File: config.mk
export PLATFORM = sky130hd
export DESIGN_NAME = inst_encoder
export DESIGN_NICKNAME = d
export VERILOG_FILES = /design/src/rtl/riscv_enc_pkg.sv /design/src/rtl/inst_enc_pack.sv /design/src/rtl/inst_encoder.sv
export SDC_FILE = /design/constraint.sdc
export NUM_CORES = 1
export LEC_CHECK = 0
export BUFFER_PORTS_ARGS = -buffer_cell sky130_fd_sc_hd__buf_2
export CAP_MARGIN = 30
export CELL_PAD_IN_SITES_DETAIL_PLACEMENT = 1
export CELL_PAD_IN_SITES_GLOBAL_PLACEMENT = 2
export CORE_MARGIN = 4
export CORE_UTILIZATION = 31
export DETAILED_ROUTE_END_ITERATION = 10
export PLACE_DENSITY_LB_ADDON = 0.08
export SLEW_MARGIN = 40
export SYNTH_ARGS = -nofsm -noshare
export SYNTH_HDL_FRONTEND = slang
export SYNTH_SLANG_ARGS = --single-unit
File: constraint.sdc
create_clock -name clk -period 3.45 [get_ports clk]
set_input_delay 0.1725 -clock clk [delete_from_list [all_inputs] [get_ports clk]]
set_output_delay 0.1725 -clock clk [all_outputs]
set_load 0.02 [all_outputs]
File: src/rtl/riscv_enc_pkg.sv
// riscv_enc_pkg: shared formats, opcodes and pipeline stage type for the instruction encoder
package riscv_enc_pkg;
   typedef enum logic [2:0] {
      I_LOAD = 3'd0,
      I_ALU  = 3'd1,
      S      = 3'd2,
      B      = 3'd3,
      U_LUI  = 3'd4
   } fmt_e;
   localparam logic [6:0] OPC_LOAD   = 7'b0000011;
   localparam logic [6:0] OPC_ALU    = 7'b0010011;
   localparam logic [6:0] OPC_STORE  = 7'b0100011;
   localparam logic [6:0] OPC_BRANCH = 7'b1100011;
   localparam logic [6:0] OPC_LUI    = 7'b0110111;
   localparam logic [31:0] NOP = 32'h00000013;
   typedef struct packed {
      logic        valid;
      logic [31:0] inst;
      logic        err;
   } stage_t;
endpackage

File: src/rtl/inst_enc_pack.sv
// inst_enc_pack: packs instruction fields and range-checks the immediate, substituting NOP on error
module inst_enc_pack import riscv_enc_pkg::*; (
   input  logic [2:0]  fmt,
   input  logic [2:0]  funct3,
   input  logic [4:0]  rd,
   input  logic [4:0]  rs1,
   input  logic [4:0]  rs2,
   input  logic [31:0] imm,
   output logic [31:0] inst,
   output logic        err
);
   logic [31:0] raw;
   logic        ok;
   logic        i_ok;
   logic        b_ok;
   logic        u_ok;
   assign i_ok = &imm[31:11] | ~|imm[31:11];
   assign b_ok = (&imm[31:12] | ~|imm[31:12]) & ~imm[0];
   assign u_ok = ~|imm[31:20];
   // select the field layout and range rule for the requested format
   always_comb begin
      raw = NOP;
      ok  = 1'b0;
      case (fmt)
         I_LOAD: begin raw = {imm[11:0], rs1, funct3, rd, OPC_LOAD}; ok = i_ok; end
         I_ALU:  begin raw = {imm[11:0], rs1, funct3, rd, OPC_ALU}; ok = i_ok; end
         S:      begin raw = {imm[11:5], rs2, rs1, funct3, imm[4:0], OPC_STORE}; ok = i_ok; end
         B:      begin raw = {imm[12], imm[10:5], rs2, rs1, funct3, imm[4:1], imm[11], OPC_BRANCH}; ok = b_ok; end
         U_LUI:  begin raw = {imm[19:0], rd, OPC_LUI}; ok = u_ok; end
         default: ;
      endcase
      err  = !ok;
      inst = ok ? raw : NOP;
   end
endmodule

File: src/rtl/inst_encoder.sv
// inst_encoder: elastic two-stage instruction encoder with output address and result counters
module inst_encoder import riscv_enc_pkg::*; (
   input  logic        clk,
   input  logic        reset,
   input  logic        flush,
   input  logic        in_valid,
   output logic        in_ready,
   input  logic [2:0]  in_fmt,
   input  logic [2:0]  in_funct3,
   input  logic [6:0]  in_funct7,
   input  logic [4:0]  in_rd,
   input  logic [4:0]  in_rs1,
   input  logic [4:0]  in_rs2,
   input  logic [31:0] in_imm,
   output logic        out_valid,
   input  logic        out_ready,
   output logic [31:0] out_inst,
   output logic        out_err,
   output logic [31:0] out_addr,
   output logic [15:0] ok_cnt,
   output logic [7:0]  err_cnt
);
   stage_t      s1_q, s1_d, s2_q, s2_d;
   logic [31:0] addr_q, addr_d;
   logic [15:0] ok_q, ok_d;
   logic [7:0]  err_q, err_d;
   logic [31:0] pack_inst;
   logic        pack_err;
   logic        s1_moves;
   logic        in_fire;
   logic        out_fire;
   logic        unused_funct7;
   inst_enc_pack u_pack (
      .fmt    (in_fmt),
      .funct3 (in_funct3),
      .rd     (in_rd),
      .rs1    (in_rs1),
      .rs2    (in_rs2),
      .imm    (in_imm),
      .inst   (pack_inst),
      .err    (pack_err)
   );
   assign unused_funct7 = ^in_funct7;
   assign s1_moves = s1_q.valid & (!s2_q.valid | out_ready);
   assign in_ready = !reset & !flush & (!s1_q.valid | s1_moves);
   assign in_fire  = in_valid & in_ready;
   assign out_fire = s2_q.valid & out_ready;
   assign out_valid = s2_q.valid;
   assign out_inst  = s2_q.inst;
   assign out_err   = s2_q.err;
   assign out_addr  = addr_q;
   assign ok_cnt    = ok_q;
   assign err_cnt   = err_q;
   // stage advance, flush drop, address step and saturating counters
   always_comb begin
      s1_d = s1_q;
      s2_d = s2_q;
      if (in_fire) s1_d = {1'b1, pack_inst, pack_err};
      else if (s1_moves) s1_d.valid = 1'b0;
      if (s1_moves) s2_d = s1_q;
      else if (out_fire) s2_d.valid = 1'b0;
      if (flush) begin
         s1_d.valid = 1'b0;
         s2_d.valid = 1'b0;
      end
      addr_d = out_fire ? addr_q + 32'd4 : addr_q;
      ok_d   = (out_fire & !s2_q.err & ~&ok_q) ? ok_q + 16'd1 : ok_q;
      err_d  = (out_fire & s2_q.err & ~&err_q) ? err_q + 8'd1 : err_q;
   end
   // pipeline and counter registers with synchronous reset
   always_ff @(posedge clk) begin
      if (reset) begin
         s1_q   <= '0;
         s2_q   <= '0;
         addr_q <= '0;
         ok_q   <= '0;
         err_q  <= '0;
      end else begin
         s1_q   <= s1_d;
         s2_q   <= s2_d;
         addr_q <= addr_d;
         ok_q   <= ok_d;
         err_q  <= err_d;
      end
   end
endmodule

==> impl_metrics.yaml <==
run_status:
  outcome: "finished, final reports clean"
placement:
  post-dp-hpwl_mm: 11.51
  port_buffers: 145
  place_congestion: 0.7790
routing:
  drt-wirelength-per-cell_um: 15.26
  dr.pass1.iters: 4
  drt_iter0_markers: 130
  ant_nets: 0
  num_vias: 5011
  routed_wl_mm: 15.41
  drc: 0
  viasPerCell: 4.961
pwr:
  p_int_mw: 2.504
  power_density_mw_per_mm2: 482.2
  comb_power_share: 0.045
  switching_share: 0.2309
  max-vdd-ir-drop_uv: 331.6
  p_leak_nw: 2.704
  p_sw_mw: 0.7516
  clkPwrFrac: 0.534
  seqPwrFrac: 0.421
logic_synthesis:
  synthArstFlopShare: 0
  synth-seq-area-share: 0.4488
  netlist_area_mm2: 0.005264
  ys_warn_count: 0
  ys_types: 54
  synth-seq-cells: 118
  postSynth.topFlopCell: "dfxtp_1"
  synth_edf_count: 0
  syn_inst: 641
  postSynthAreaPerCell_um2: 8.212
global_route:
  grt_pass1_vias: 5232
  grt_usage: 0.1639
  antenna_found_initial: 0
  overflow: 0
  grt_pass1_wl_mm: 26.36
  grt_max_degree: 90
worst_setup_path:
  cp-startpoint: "out_valid"
  worst_path_max_delay_cell: "or4_1"
  path_cells: "nand3_2, or4_1, nor4_2, xnor2_1, nor2_1"
  path_buf_inv: 0
  crit_type: "reg2reg"
  cp.required_ns: 3.72
  crit_family: "simple AND/OR/NAND/NOR gates"
  r2r_start: "out_valid"
  startpoint_type: "flop"
  end_kind: "flop"
  cp.arrival_ns: 2.43
  worst_path_largest_cell_delay_ns: 0.75
  critPathMaxFanout: 11
cts:
  clk_path_buf_depth: 2
  post_cts_buffers: 0
  clk_pin_slew_ns: 0.06
  cts.sinks: 118
  cts_made_buffers: 17
  cts_resized: 0
  cts_hold_buf: 0
  cts_tree: "built"
  cts_root_buf: "clkbuf_16"
  clk_latency_ns: 0.42
  cts_max_level: 4
floorplan:
  fp.coreArea_mm2: 0.01658
  io_pins: 156
  rows: 47
  initial_core_util: 0.3174
  fp.dieH_um: 138.3
  dieArea_mm2: 0.01913
  die_w_um: 138.3
final_layout:
  synthToLayoutAreaGrowth_pct: 28.26
  layout-drive-gt1-share: 0.2582
  mostFrequentLayoutCells: "buf_2 (145), nand2_1 (122), dfxtp_1 (118)"
  final_util: 0.4071
  final_common_cell: "buf_2"
  nFillCells: 2057
  num_antenna_cells: 0
  nets: 845
sta:
  max_freq_ghz: 0.4631
  drv_slew: 0
  period_share: 0.6259
  grt_setup_unrepaired: "no"
  min_period_ns: 2.159
  finalSetupViolCount: 0
  relSlewSlack: 0.5061
  finalClockSkew_ns: 0.01011
  tightest_slew_ns: 0.7312
  hold_viol: 0
  setup_tns_ns: 0
min_path:
  worst_hold_path_type: "in2reg"
  hp-start: "in_valid"
run:
  cap_violations: 0
metal layers:
metal	vias to the layer above	share of wire	global-route usage	routed length, µm
li1	2485	-	-	-
met1	2385	0.46	0.2015	7081
met2	127	0.48	0.2757	7413
met3	14	0.047	0.04316	729
met4	0	0.012	0.06188	188
met5	-	0	0	0
kinds of logic (layout without fill, tap and decap cells):
group | after synthesis | after routing | share of synthesized area
buffers and inverters | 45 | 192 | 0.03993
multiplexers | 4 | 4 | 0.007844
adder cells (fa/ha/maj) | 3 | 3 | 0.007132
other | 1 | 3 | 0.0007124
AO/OA/AOI/OAI | 117 | 117 | 0.1303
flip-flops | 118 | 118 | 0.4488
AND/OR/NAND/NOR | 306 | 306 | 0.2871
XOR/XNOR | 47 | 47 | 0.07820
sequential cells by signal, summed over array words and instances, names as in the netlist:
register / flops
s1_q: 32
out_addr: 30
out_inst: 30
ok_cnt: 16
err_cnt: 8
out_err: 1
out_valid: 1
tightest hold or removal path: stages:
cell and delay, ns:
buf_2 0.11, inv_1 0.04, a21boi_0 0.06
path summary, 6_finish.rpt:
kind,endpoint,slack (ns),depth (start not counted)
max reg2reg,out_addr[21],1.29,5
max,out_addr[21],1.29,5
min reg2reg,out_inst[6],0.45,2
min,s1_q[33],0.03,3
power by group through the flow:
stage               Sequential, mW  Clock [mW]  Combinational [mW]
global placement              1.40           0               0.147
detailed placement            1.40           0               0.148
CTS                           1.37        1.79               0.149
global route                  1.37        1.85               0.165
finish                        1.37        1.74               0.146
floorplan                     1.40           0              0.0811
per-stage QoR:
| step | cell area [µm²] | instances | hold WS, ns | setup WS (ns) | total power [mW] |
|---|---|---|---|---|---|
| finish | 6751 | 1010 | 0.02736 | 1.291 | 3.256 |
| global route | 6751 | 1010 | 0.03868 | 1.099 | 3.389 |
| CTS | 6749 | 1010 | 0.01325 | 1.183 | 3.308 |
| detailed placement | 6156 | 978 | 0.4434 | 1.086 | 1.548 |
| global placement | 6152 | 978 | 0.4411 | 1.160 | 1.546 |
| floorplan | 5271 | 643 | 0.3113 | 1.481 | 1.481 |
synth_stat cells (2+ instances only):
library cell / n / area (µm²)
and4_1: 7 / 61.31
nand2_1: 122 / 457.9
clkbuf_1: 24 / 90.09
mux2i_1: 3 / 30.03
nor3_2: 5 / 50.05
buf_2: 3 / 15.01
nand3b_1: 2 / 15.01
a22oi_1: 14 / 105.1
nand3_1: 27 / 135.1
or3_1: 4 / 25.02
o31ai_1: 4 / 30.03
nand4_2: 2 / 25.02
buf_1: 2 / 7.510
xnor2_1: 19 / 166.4
inv_1: 8 / 30.03
and3b_1: 2 / 17.52
buf_4: 6 / 45.04
nor2b_1: 15 / 93.84
and3_1: 6 / 37.54
nor4_1: 10 / 62.56
o2111ai_1: 2 / 17.52
nand4_1: 17 / 106.4
a22o_1: 4 / 35.03
ha_1: 3 / 37.54
and2_1: 4 / 25.02
dfxtp_1: 118 / 2362
o211ai_1: 2 / 15.01
nor2_1: 67 / 251.5
a21oi_1: 44 / 220.2
nor3_1: 5 / 25.02
o21ai_0: 38 / 190.2
o21a_1: 2 / 15.01
buf_6: 2 / 22.52
xor2_1: 28 / 245.2
area by class of cell:
| cell class | instances | area (µm²) | share of cell area |
|---|---|---|---|
| Clock inverter | 14 | 153.9 | 0.02279 |
| Timing Repair Buffer | 152 | 782.0 | 0.1158 |
| Tap cell | 220 | 275.3 | 0.04077 |
| Inverter | 8 | 30.03 | 0.004448 |
| Sequential cell | 118 | 2362 | 0.3499 |
| Clock buffer | 18 | 439.2 | 0.06505 |
| Multi-Input combinational cell | 480 | 2709 | 0.4012 |
Note: power is estimated with default switching activity, not from simulation.
